File: src/rtl/adder_arbiter_pkg.sv
// Shared types and constants for the two-requester add/sub arbiter.
// Holds the result-register state encoding and the op select encoding.
package adder_arbiter_pkg;

  typedef enum logic {
    EMPTY = 1'b0,
    FULL  = 1'b1
  } state_e;

  localparam logic OP_ADD = 1'b0;
  localparam logic OP_SUB = 1'b1;

endpackage

File: src/rtl/adder_arbiter_addsub.sv
// Combinational wrapping adder/subtractor: Sum = A + B (sel=OP_ADD) or A - B (sel=OP_SUB).
// A single carry chain; subtraction is A + ~B + 1.
module adder_arbiter_addsub
  import adder_arbiter_pkg::*;
#(
  parameter int WIDTH = 24
) (
  input  logic signed [WIDTH-1:0] A,
  input  logic signed [WIDTH-1:0] B,
  input  logic                    sel,
  output logic signed [WIDTH-1:0] Sum
);

  logic signed [WIDTH-1:0] b_eff;
  logic signed [WIDTH-1:0] cin;

  always_comb begin
    b_eff = (sel == OP_SUB) ? ~B : B;
    cin   = '0;
    cin[0] = (sel == OP_SUB);
    Sum   = A + b_eff + cin;
  end

endmodule

File: src/rtl/adder_arbiter.sv
// Round-robin arbiter feeding one shared add/sub unit into a single result register.
// Define ADDER_ARBITER_OVF_EN to add the registered signed-overflow flag o_res_ovf.
module adder_arbiter
  import adder_arbiter_pkg::*;
#(
  parameter int WIDTH = 24
) (
  input  logic             i_clk,
  input  logic             i_reset,
  input  logic             i_req0_valid,
  input  logic             i_req1_valid,
  output logic             o_req0_ready,
  output logic             o_req1_ready,
  input  logic [WIDTH-1:0] i_req0_a,
  input  logic [WIDTH-1:0] i_req0_b,
  input  logic [WIDTH-1:0] i_req1_a,
  input  logic [WIDTH-1:0] i_req1_b,
  input  logic             i_req0_sub,
  input  logic             i_req1_sub,
  output logic             o_res_valid,
  input  logic             i_res_ready,
  output logic [WIDTH-1:0] o_res_data,
`ifdef ADDER_ARBITER_OVF_EN
  output logic             o_res_ovf,
`endif
  output logic             o_res_id
);

  state_e                  state;
  logic                    last_p1;
  logic signed [WIDTH-1:0] data_p1;
  logic                    id_p1;

  logic                    can_accept;
  logic                    gnt0;
  logic                    gnt1;
  logic                    xfer;
  logic signed [WIDTH-1:0] op_a_p0;
  logic signed [WIDTH-1:0] op_b_p0;
  logic                    op_sub_p0;
  logic signed [WIDTH-1:0] sum_p0;

`ifdef ADDER_ARBITER_OVF_EN
  logic ovf_p1;

  function automatic logic ovf_fn(input logic a_msb, input logic b_msb,
                                  input logic sub, input logic s_msb);
    logic b_eff_msb;
    b_eff_msb = b_msb ^ sub;
    return (a_msb == b_eff_msb) && (s_msb != a_msb);
  endfunction
`endif

  // Stage p0: grant and operand select; grants drop during reset and while the result is stuck
  always_comb begin
    can_accept = !i_reset && ((state == EMPTY) || i_res_ready);
    gnt0       = can_accept && i_req0_valid && (!i_req1_valid || last_p1);
    gnt1       = can_accept && i_req1_valid && (!i_req0_valid || !last_p1);
    xfer       = gnt0 || gnt1;
    op_a_p0    = gnt1 ? i_req1_a   : i_req0_a;
    op_b_p0    = gnt1 ? i_req1_b   : i_req0_b;
    op_sub_p0  = gnt1 ? i_req1_sub : i_req0_sub;
  end

  adder_arbiter_addsub #(.WIDTH(WIDTH)) u_addsub (
    .A   (op_a_p0),
    .B   (op_b_p0),
    .sel (op_sub_p0),
    .Sum (sum_p0)
  );

  // Stage p1: result register; a refill in the same edge as a drain keeps it FULL
  always_ff @(posedge i_clk or posedge i_reset) begin
    if (i_reset) begin
      state   <= EMPTY;
      last_p1 <= 1'b1;
      data_p1 <= '0;
      id_p1   <= 1'b0;
`ifdef ADDER_ARBITER_OVF_EN
      ovf_p1  <= 1'b0;
`endif
    end else begin
      if (xfer) begin
        last_p1 <= gnt1;
        data_p1 <= sum_p0;
        id_p1   <= gnt1;
`ifdef ADDER_ARBITER_OVF_EN
        ovf_p1  <= ovf_fn(op_a_p0[WIDTH-1], op_b_p0[WIDTH-1], op_sub_p0, sum_p0[WIDTH-1]);
`endif
      end
      case (state)
        EMPTY:   if (xfer) state <= FULL;
        FULL:    if (!xfer && i_res_ready) state <= EMPTY;
        default: state <= EMPTY;
      endcase
    end
  end

  assign o_req0_ready = gnt0;
  assign o_req1_ready = gnt1;
  assign o_res_valid  = (state == FULL);
  assign o_res_data   = data_p1;
  assign o_res_id     = id_p1;
`ifdef ADDER_ARBITER_OVF_EN
  assign o_res_ovf    = ovf_p1;
`endif

endmodule

File: config.mk
export PLATFORM = sky130hd
export DESIGN_NAME = adder_arbiter
export DESIGN_NICKNAME = d
export VERILOG_FILES = /design/src/rtl/adder_arbiter_pkg.sv /design/src/rtl/adder_arbiter_addsub.sv /design/src/rtl/adder_arbiter.sv
export SDC_FILE = /design/constraint.sdc
export NUM_CORES = 1
export LEC_CHECK = 0
export CORE_ASPECT_RATIO = 0.7
export CORE_MARGIN = 2
export CORE_UTILIZATION = 40
export DETAILED_ROUTE_END_ITERATION = 8
export PLACE_DENSITY = 0.77
export SYNTH_ARGS = -nofsm -noshare
export SYNTH_HDL_FRONTEND = slang
export SYNTH_SLANG_ARGS = --single-unit
File: constraint.sdc
create_clock -name i_clk -period 7.3 [get_ports i_clk]
set_input_delay 1.46 -clock i_clk [delete_from_list [all_inputs] [get_ports i_clk]]
set_output_delay 1.46 -clock i_clk [all_outputs]
set_load 0.005 [all_outputs]
# After elaboration in Yosys (flattened, before gate mapping)

Index checks and enable logic that the tools add are counted.

Logic and storage cells: 30
Bits in registers: 27
Memory bits (read-only): 0
Input port bits: 103
Latch bits: 0
Bits in writable memories: 0
Memories kept: 0
Output and inout bits: 28

Eq/ne operators: 0
Add/sub/neg operators: 2
Muxes and demuxes: 7
Bitwise logic cells: 2
Multiply operators: 0
Magnitude comparators: 0
Div/mod/pow operators: 0
Reduce and logical (&&, ||, !) cells: 15
Shifts and indexed selects: 0

Operator list:

| cell                | count |
|---|---|
| $mux W24            | 3 |
| $add A24 B2 Y24     | 1 |
| $add A24 B24 Y24    | 1 |
| $not A24 Y24        | 1 |
| $logic_and A1 B1 Y1 | 6 |
| $logic_not A1 Y1    | 5 |
| $logic_or A1 B1 Y1  | 4 |
| $mux W1             | 3 |
| $pmux W1 S2         | 1 |
| $not A1 Y1          | 1 |

# Logic depth before layout (Yosys ltp)

Gate-level depths: netlist of run 1.

Depth in word-level cells: 10
Gate-level depth with buffers: 13
Gate-level depth less buffers: 12

# Hierarchy

From an unflattened synthesis of run 1, not the netlist that was laid out.

Cell total of the unflattened synthesis: 309
Area total of the unflattened synthesis: 3,149.3 µm²

By module, submodules not included:

| module               | instances | area an instance (µm²) | cells an instance | sequential area each (µm²) |
|---|---|---|---|---|
| adder_arbiter        | 1         | 1,705.4                | 119               | 676.9 |
| adder_arbiter_addsub | 1         | 1,443.9                | 190               | 0.0 |

# Worst setup path after synthesis of run 1

No wires, ideal clock.

Path type: input port to flip-flop
From: in i_res_ready
To: reg data_p1[22], in the netlist o_res_data[22]
Path buffers: 1
Arrival: 4,676 ps
Setup time: 90 ps
Slack: 2,535 ps
Data required time: 7,210 ps
Stages: 12
Path through: and2b_1 nor3_2 clkbuf_1 mux2_2 fa_1 a21o_1 a221o_1 nand2_1 a211oi_1 o21a_1 or4_1 o2111ai_1

Word-level cells in the longest chain between the ends: 9
Elaborated cells on any way between the ends: 14
Those cells by class: add/sub: 2; mux: 4; bitwise: 1; reduce/logical: 7

RTL lines:

| what                              | RTL line                   | RTL |
|---|---|---|
| from (decl)                       | adder_arbiter.sv:21        | `input logic i_res_ready,` |
| $logic_or A1 B1 Y1 (*)            | adder_arbiter.sv:56        | `can_accept = !i_reset && ((state == EMPTY) \|\| i_res_ready);` |
| $logic_and A1 B1 Y1 (*)           | adder_arbiter.sv:56        |  |
| $logic_and A1 B1 Y1 (2 in series) | adder_arbiter.sv:58        | `gnt1 = can_accept && i_req1_valid && (!i_req0_valid \|\| !last_p1);` |
| $mux W24                          | adder_arbiter.sv:61        | `op_b_p0 = gnt1 ? i_req1_b : i_req0_b;` |
| $not A24 Y24                      | adder_arbiter_addsub.sv:18 | `b_eff = (sel == OP_SUB) ? ~B : B;` |
| $mux W24                          | adder_arbiter_addsub.sv:18 |  |
| $add A24 B24 Y24                  | adder_arbiter_addsub.sv:21 | `Sum = A + b_eff + cin;` |
| $add A24 B2 Y24                   | adder_arbiter_addsub.sv:21 |  |
| to (signal assigned)              | adder_arbiter.sv:85        | `data_p1 <= sum_p0;` |
| to (decl)                         | adder_arbiter.sv:31        | `logic signed [WIDTH-1:0] data_p1;` |

Mark *: on every way between the ends. The rest lies on a longest branch, timed or not.
A chain may end at the register's enable or synchronous reset.

# Final worst setup path of run 1

From: in i_req1_valid
To: reg data_p1[22], in the netlist o_res_data[22]

Word-level cells in the longest chain between the ends: 7
Elaborated cells on any way between the ends: 13
Those cells by class: add/sub: 2; mux: 4; bitwise: 1; reduce/logical: 6

RTL lines:

| what                              | RTL line                   | RTL |
|---|---|---|
| from (decl)                       | adder_arbiter.sv:11        | `input logic i_req1_valid,` |
| $logic_and A1 B1 Y1 (2 in series) | adder_arbiter.sv:58        |  |
| $mux W24                          | adder_arbiter.sv:61        |  |
| $not A24 Y24                      | adder_arbiter_addsub.sv:18 |  |
| $mux W24                          | adder_arbiter_addsub.sv:18 |  |
| $add A24 B24 Y24                  | adder_arbiter_addsub.sv:21 |  |
| $add A24 B2 Y24                   | adder_arbiter_addsub.sv:21 |  |

Several ways; a longest one is shown, not always the timed one.

==> metrics.txt, run 1 <==
end point of the critical path=o_res_data[22]; Post-synth ARST share=100.0%; number of H-tree levels=1; Synth area leaders=dfrtp_1 22%, ha_1 9.3%, mux2_2 9.1%; final setup TNS=0 ps; clk buf depth=2; die area=8156 um^2; cell area after synthesis=approximately 3000 um^2; post-route insts no fill=564; initial drt markers=between 100 and 150; Lkg Pwr=about 1.8 nW; leading area contributor after synthesis=dfrtp_1; Avg Vias per Cell=5.328; Register-to-Register Path Depth=12; #FFs+latches synth=27; share of cells above drive strength 1=under 10%; final core utilization=between 60% and 70%; status=complete, no violations; Main synth FF type=dfrtp_1; final estimated routing congestion in global placement=~0.9; Power Density=approximately 200 nW/um^2; # diodes=0; Netlist cell types=48; IO Count=131; max_cap viols=0; flop2flop setup slack=around 3000 ps; clk_lat worst skew=270 ps; core box area=7254 um^2; Final Hold Fails=0; Syn Inst Count=about 340; cts hold-fix bufs=0; die height=76.16 um; cell area after placement=4387 um^2; relative slew slack=between 20% and 30%; Synth top area share=between 20% and 30%; Crit Path Category=in2reg; clk slew on worst S/H paths=approximately 100 ps; syn_nets=~470; DRC Markers=0; Peak Freq=between 150 and 200 MHz; Avg Synthesized Cell Area=roughly 8.7 um^2; initial antenna violation count=0; Req. time, crit path=about 7500 ps; clock skew=a little under 5 ps; Ys Warns=0; drt pass-1 iters=4; sequential element share of the synthesized area=between 20% and 30%; CP endpoint kind=register; Worst R2R Start=o_res_valid; Critical Path AT=approximately 5700 ps; synth-to-layout area growth=48.95%; postcts setup bufs=0; maximum vdd drop=0.00009734 V; CP startpoint=i_req1_valid; worst slew pin tran=roughly 1100 ps; CP Max Fanout=22; Post-synth EDFFs=0; Slew Viols, Final=0; Multi-input gate area=about 2200 um^2; Core Rows=26; PortBufs=130; dpl hpwl=approximately 6700 um; Die Wd=around 110 um; Worst R2R End=o_res_data[22]; Final setup viols=0; first-pass GRT wire length=approximately 13000 um; RSZ-0062 raised after global routing=no; grt total ovfl=0; CTS tree=yes; vias in the first global route=2872; clock root buffer=clkbuf_8; type of origin of the critical path=primary input; minimum period implied by the final worst setup slack=roughly 5500 ps; nets@finish=~590; number of fill cells=about 640; total CTS buffers=3; Initial Util=roughly 40%; # clock sinks=27; GRT Util Overall=19.87%; drt total wl=around 8300 um; Seq. cell area=roughly 680 um^2; vias=3005; Post-Layout Inst Area=between 4000 and 5000 um^2; dpl cells=between 500 and 600; largest net degree at the start of global routing=52; final period utilization=between 70% and 80%; Hold WC Path Type=reg2reg; post-cts resize count=0; ANT nets after route=0; WL/cell=14.74 um
## report_power, final
group | total (mW) | internal [mW] | switching [mW]
sequential | 0.243 | 0.209 | 0.0338
clock | 0.0888 | 0.0392 | 0.0497
combinational | 0.566 | 0.307 | 0.259
## metal layers
layer / track usage (%) / part of all wire [%]
met1: 26.98 / 44
met2: 32.53 / 46
met3: 4.619 / 9.0
met4: 3.506 / 0.76
met5: 0 / 0
## kinds of logic (layout without fill, tap and decap cells)
| kind of cell | after synthesis | count (layout) | synth area share [%] |
|---|---|---|---|
| compound gates | 91 | 91 | 19.55 |
| simple gates | 87 | 87 | 14.63 |
| mux | 50 | 50 | 17.83 |
| xor+xnor | 42 | 42 | 12.36 |
| flops | 27 | 27 | 22.75 |
| fa+ha+maj | 23 | 23 | 9.924 |
| buf+inv | 22 | 146 | 2.944 |
## stage by stage
stage	hold WS (ps)	power (mW)	setup slack, ps
CTS	486.0	0.9004	1745
finish	479.7	0.8977	1761
floorplan	469.8	0.5549	2535
global route	522.5	0.9709	1513
global placement	459.1	0.7955	1678
detailed placement	461.8	0.8101	1460
## sequential cells by signal, summed over array words and instances, names as in the netlist
register	cells
last_p1	1
o_res_id	1
o_res_valid	1
o_res_data	24
## worst min-delay path by stage
stage / startpoint / end / slack, ps / depth (start not counted)
global placement: o_res_id / o_res_id / 460 / 1
global route: o_res_data[5] / o_res_data[5] / 520 / 2
floorplan: o_res_data[1] / o_res_data[1] / 470 / 2
CTS: o_res_data[1] / o_res_data[1] / 490 / 2
finish: o_res_data[1] / o_res_data[1] / 480 / 2
detailed placement: o_res_data[1] / o_res_data[1] / 460 / 2
## layout by cell type (no fill, tap or decap), drive strengths merged, types with 3 or more instances in the layout
cell type	netlist	layout
a31oi	4	4
ha	22	22
xnor2	12	12
mux2i	26	26
a211oi	6	6
and3	4	4
nor2	10	10
nand3	10	10
a21o	10	10
inv	10	10
nor3	4	4
nand2	37	37
o31ai	4	4
o21a	3	3
clkdlybuf4s50	0	130
mux2	24	24
o21ai	28	28
a21oi	22	22
clkbuf	8	4
dfrtp	26	26
and2	5	5
xor2	30	30
or4	4	4
## layout make-up
class | instances | share of cell area, %
well taps | 98 | 2.767
multi-input cells | 293 | 50.40
inverters | 10 | 0.8470
flip-flops and latches | 27 | 15.27
clock buffers | 4 | 1.016
repair buffers | 132 | 29.70
## cell usage after synthesis (2+ instances only)
| cell | count |
|---|---|
| o211ai_1 | 2 |
| nor2_1 | 10 |
| mux2_2 | 24 |
| nand3_1 | 10 |
| o31ai_1 | 3 |
| o21bai_1 | 2 |
| clkbuf_1 | 8 |
| nand2_1 | 37 |
| o21a_1 | 3 |
| a211oi_1 | 6 |
| dfrtp_1 | 26 |
| a21oi_1 | 22 |
| or4_1 | 4 |
| buf_2 | 4 |
| and4_1 | 2 |
| o21ai_0 | 28 |
| xor2_1 | 30 |
| mux2i_1 | 26 |
| and3_1 | 4 |
| o2111ai_1 | 2 |
| nand2b_1 | 2 |
| a21o_1 | 10 |
| ha_1 | 22 |
| nor4_1 | 2 |
| xnor2_1 | 12 |
| nor3_1 | 3 |
| and2_1 | 5 |
| inv_1 | 10 |
| a31oi_1 | 4 |
## critical path: stages
cell,delay (ps)
clkdlybuf4s50_1,540
a21bo_2,290
nor3_4,200
mux2i_4,910
xor2_1,260
fa_1,500
a21o_1,190
a221o_1,400
nand2_1,140
a211oi_1,120
o21a_1,220
or4_1,400
o2111ai_1,100
Note: power is estimated with default switching activity, not from simulation.
==> run 2, diff against run 1 <==
clock period = 5.6 ns   (was 7.3 ns; I/O delays follow)
==> metrics.txt, run 2 (synthesis results as in run 1) <==
minimum period implied by the final worst setup slack=approximately 4800 ps; # diodes=0; dpl cells=between 500 and 600; commonest non-fill, non-tap cell in the layout=clkdlybuf4s50_1; final setup TNS=0 ps; dpl hpwl=~6600 um; crit-path cells=clkdlybuf4s50_1 > a21bo_2 > nor3_4 > mux2i_4 > xor2_1 > fa_1 > a21o_1 > a221o_1 > nand2_1 > a211oi_1 > o21a_1 > or4_1 > o2111ai_1; nets@finish=slightly below 600; clk_lat worst skew=270 ps; WL/cell=14.35 um; Final Hold Fails=0; Reg power frac=between 20% and 30%; Hold WC Path Type=reg2reg; PortBufs=130; initial drt markers=162; largest net degree at the start of global routing=between 50 and 60; relative slew slack=29.22%; Req. time, crit path=around 5800 ps; maximum vdd drop=0.0001480 V; grt total ovfl=0; clock root buffer=clkbuf_8; Critical Path AT=just over 5000 ps; total CTS buffers=3; sw frac=between 30% and 40%; postcts setup bufs=0; Slew Viols, Final=0; synth-to-layout area growth=49.75%; first-pass GRT wire length=between 10000 and 15000 um; max_cap viols=0; RSZ-0062 raised after global routing=no; max reg flops=24; final estimated routing congestion in global placement=roughly 0.91; clk buf depth=2; # clock sinks=27; initial antenna violation count=0; cts hold-fix bufs=0; drt pass-1 iters=4; clk slew on worst S/H paths=about 100 ps; final period utilization=approximately 87%; GRT Util Overall=19.28%; Final setup viols=0; die height=~76 um; CTS tree=yes; Clk pwr share=around 10%; Die Wd=around 110 um; IO Count=between 100 and 150; number of H-tree levels=1; combinational share of power=about 63%; share of cells above drive strength 1=~8.4%; drt total wl=about 8100 um; Core Rows=26; most frequent cells in the layout=130 x clkdlybuf4s50_1, 37 x nand2_1, 30 x xor2_1, 27 x o21ai_0, 26 x dfrtp_1; slowest library cell on the worst path=mux2i_4; worst slew pin tran=~1100 ps; Crit Path Category=in2reg; vias=2978; internal power=around 0.73 mW; DRC Markers=0; Initial Util=about two fifths; Power Density=about 260 nW/um^2; clock skew=around 1.8 ps; P_sw=~0.45 mW; status=complete, no violations; Avg Vias per Cell=roughly 5.3; Lkg Pwr=approximately 1.8 nW; vias in the first global route=2830; type of origin of the critical path=primary input; post-route insts no fill=565; post-cts resize count=0; CP Max Fanout=11; core box area=between 7000 and 8000 um^2; ANT nets after route=0; CP endpoint kind=register; Peak Freq=approximately 210 MHz; CP max stage delay=roughly 600 ps; die area=8156 um^2
-- run 2: path summary, 6_finish.rpt --
| path | from | to | slack [ps] | cells past startpoint |
|---|---|---|---|---|
| setup / recovery | i_req1_valid | o_res_data[22] | 760 | 13 |
| hold / removal | o_res_data[13] | o_res_data[13] | 490 | 2 |
| setup reg to reg | o_res_valid | o_res_data[22] | 1710 | 12 |
| hold reg to reg | o_res_data[13] | o_res_data[13] | 490 | 2 |
| max in group asynchronous | i_reset | o_res_data[22] | 3350 | 2 |
| min in group asynchronous | i_reset | o_res_data[0] | 1620 | 2 |
-- run 2: power by group through the flow --
stage / registers [mW] / logic [mW] / clock network [mW]
after floorplan: 0.321 / 0.402 / 0
after global routing: 0.331 / 0.808 / 0.131
after global placement: 0.322 / 0.720 / 0
after detailed placement: 0.325 / 0.731 / 0
final: 0.320 / 0.734 / 0.116
after CTS: 0.321 / 0.736 / 0.121
-- run 2: metrics by stage --
stage | utilization (%) | area [um^2] | setup WS (ps) | power (mW) | hold slack, ps
after CTS | 61.42 | 4456 | 752.5 | 1.178 | 494.8
final | 61.42 | 4456 | 755.8 | 1.170 | 489.3
after global placement | 60.75 | 4407 | 614.2 | 1.042 | 460.2
after floorplan | - | 2975 | 1175 | 0.7234 | 469.8
after global routing | 61.42 | 4456 | 582.0 | 1.270 | 520.2
after detailed placement | 60.75 | 4407 | 492.9 | 1.056 | 470.9
-- run 2: metal layers --
metal	GRT usage, %	vias up	wire length, um
li1	-	1497	-
met2	31.39	112	3617
met4	2.597	0	49
met5	0	-	0
met1	26.89	1363	3783
met3	4.106	6	656
-- run 2: critical path: cells and delay by family --
kind | cells | cell delay, ps
AO/OA/AOI/OAI | 6 | 1340
AND/OR/NAND/NOR | 3 | 760
adder cells (fa/ha/maj) | 1 | 470
buffers and inverters | 1 | 530
XOR/XNOR | 1 | 210
multiplexers | 1 | 600
-- run 2: cell type report --
cell class / count / area (um^2)
multi-input cells: 293 / 2233
well taps: 98 / 122.6
inverters: 10 / 37.54
clock buffers: 3 / 41.29
fillers: 628 / 2799
clock inverters: 1 / 7.507
repair buffers: 133 / 1336
flip-flops and latches: 27 / 676.9
==> run 3, diff against run 2 <==
SLEW_MARGIN = 10   (was unset)
==> results of run 3 <==
No change in the layout: final DEF, timing and power equal those of run 2.
==> RTL change: new RTL, config.mk and constraints of run 3 <==
The option `ADDER_ARBITER_OVF_EN` is turned on by a define.
--- a/src/rtl/adder_arbiter.sv
+++ b/src/rtl/adder_arbiter.sv
@@ -2,2 +2,4 @@
 // Define ADDER_ARBITER_OVF_EN to add the registered signed-overflow flag o_res_ovf.
+`define ADDER_ARBITER_OVF_EN
+
 module adder_arbiter
Function (old outputs only; new: o_res_ovf): kept (equiv_simple and equiv_induct, registers matched by name and starting in step).
==> RTL change against run 3 <==
Worst setup slack improved by 120 ps. Sequential cell count rose by 1. Critical path depth is 1 higher. Global-route usage increased by 1.7 points. First-iteration DRC count increased by 6.8%. Routed wire length is 9.5% higher. Register-to-register slack better by 160 ps. Sequential share of layout area increased by 0.10 points. Cell area grew 3.0%. Non-clock buffer count is 2 higher. Final cell count is 3.0% higher. Area after synthesis increased by 4.8%. Total power up 4.0%. Largest power group unchanged.
==> RTL change: results (changes against run 3) <==
worstPathMaxFanout: 51  # +40
yosys-top-cells-count: "nand2_1, xor2_1, a21oi_1"
clkCellAreaFrac_pct: 0.981  # -0.11 points
preCtsSetupSlack_ps: 603  # +110 ps
nets: 611  # +2.9%
buffers: 135  # +1.5%
synth-compound-area-share_pct: 20.3  # +0.78 points
final-instance-count-excl-fill: 582  # +3.0%
wl_per_cell_um: 15.2  # +6.3%
yosys-top-cells-area: "dfrtp_1, xor2_1, ha_1"
cts_setup_buffers: 0  # unchanged
grt_usage_pct: 21.0  # +1.7 points
critPathMaxStageDelay_ps: 580  # -20 ps
fin_util_pct: 61.9  # +0.46 points
fin_skew_ps: 2.93  # +1.16 ps
grt_max_degree: 52  # unchanged
status: "completed"
clockRootBuffer: "clkbuf_8"
final-nonclk-buf-share_pct: 29.5  # -0.49 points
postSynthAreaPerCell_sq_um: 8.62  # -0.96%
synth-adder-area-share_pct: 9.47  # -0.46 points
cts_buffers: 3  # unchanged
muxShareOfSynthArea_pct: 17.3  # -0.50 points
multi_input_area_share_pct: 50.7  # +0.61 points
ir_drop_mv: 0.136  # -8.0%
min_path_type: "flop to flop"
rows: 26  # unchanged
leakage_nw: 1.89  # +2.3%
cts_buffer_depth: 2  # unchanged
antenna_found_initial: 0  # unchanged
num_antenna_cells: 0  # unchanged
avgViaCountPerCell: 5.35  # +1.5%
crit_slowest_cell: "clkdlybuf4s50_1"
crit_family: "compound AO/OA/AOI/OAI gates"
synth_seq_cells: 28  # +3.7%
ys_types: 53  # +10%
grt_pass1_vias: 3086  # +9.0%
portBuffers: 131  # +0.77%
hpwl_um: 7090  # +8.0%
fill_cells: 651  # +3.7%
firstDrtPassIters: 4  # unchanged
drive_gt1_share_pct: 9.71  # +1.4 points
largest_reg_flops: 24  # unchanged
grt_pass1_wl_um: 14500  # +11%
n_clock_buffer: 4  # +1
synth_fp_nets: 488  # +4.3%
ys_seq_area_share_pct: 22.5  # -0.25 points
sh_seq_area_pct: 15.3  # +0.10 points
h-tree-depth: 1  # unchanged
synth_xor_area_share_pct: 12.4  # about the same
tightest_slew_ps: 647  # -414 ps
post_dp_cell_area_sq_um: 4540  # +3.1%
drtIter0Drc: 173  # +6.8%
routabilityCongestion: 0.881  # -3.1%
num-multi-input-gates: 307  # +4.8%
RTL change: cell count changes in the layout (fill, tap and decap cells not counted), sizes merged, moves of 4 or more:
| cell | run 3 | this run |
|---|---|---|
| a211oi | 6 | 1 |
| and2 | 5 | 1 |
| xor2 | 30 | 36 |
| nand2 | 37 | 43 |
| a21oi | 22 | 30 |
| xnor2 | 12 | 8 |
RTL change: final timing paths:
check	slack, ps	start	cells after the start	end
setup / recovery	880	i_req1_valid	14	o_res_data[20]$_DFFE_PP0P_
hold / removal	490	last_p1$_DFFE_PP1P_	2	last_p1$_DFFE_PP1P_
setup reg to reg	1870	o_res_valid$_DFF_PP0_	13	o_res_data[20]$_DFFE_PP0P_
hold reg to reg	490	last_p1$_DFFE_PP1P_	2	last_p1$_DFFE_PP1P_
max in group asynchronous	3730	i_reset	2	o_res_data[18]$_DFFE_PP0P_
min in group asynchronous	1450	i_reset	2	o_res_data[0]$_DFFE_PP0P_
RTL change: power by group:
part	internal, mW	switching, mW	total, mW
Clock	0.0512	0.0681	0.119
Sequential	0.282	0.0464	0.328
Combinational	0.406	0.364	0.769
RTL change: metal layers:
metal | wire [um] | part of all wire [%] | global-route usage [%] | vias up
met5 | 0 | 0 | 0 | -
met4 | 117 | 1.3 | 4.05 | 0
met3 | 690 | 7.8 | 4.62 | 12
met2 | 3850 | 43 | 33.5 | 117
met1 | 4220 | 48 | 29.2 | 1430
li1 | - | - | - | 1554
RTL change: cell families after synthesis:
kind of cell | count (synthesis)
AOI/OAI and AO/OA | 96
and+or+nand+nor | 93
muxes | 51
xor gates and xnor gates | 44
DFF | 28
buffers and inverters | 27
adders and majority gates | 23
RTL change: tightest hold or removal path, cell delays in order (launching register included):
cell,delay (ps)
dfstp_2,390
nand2_1,50
nand2_1,50
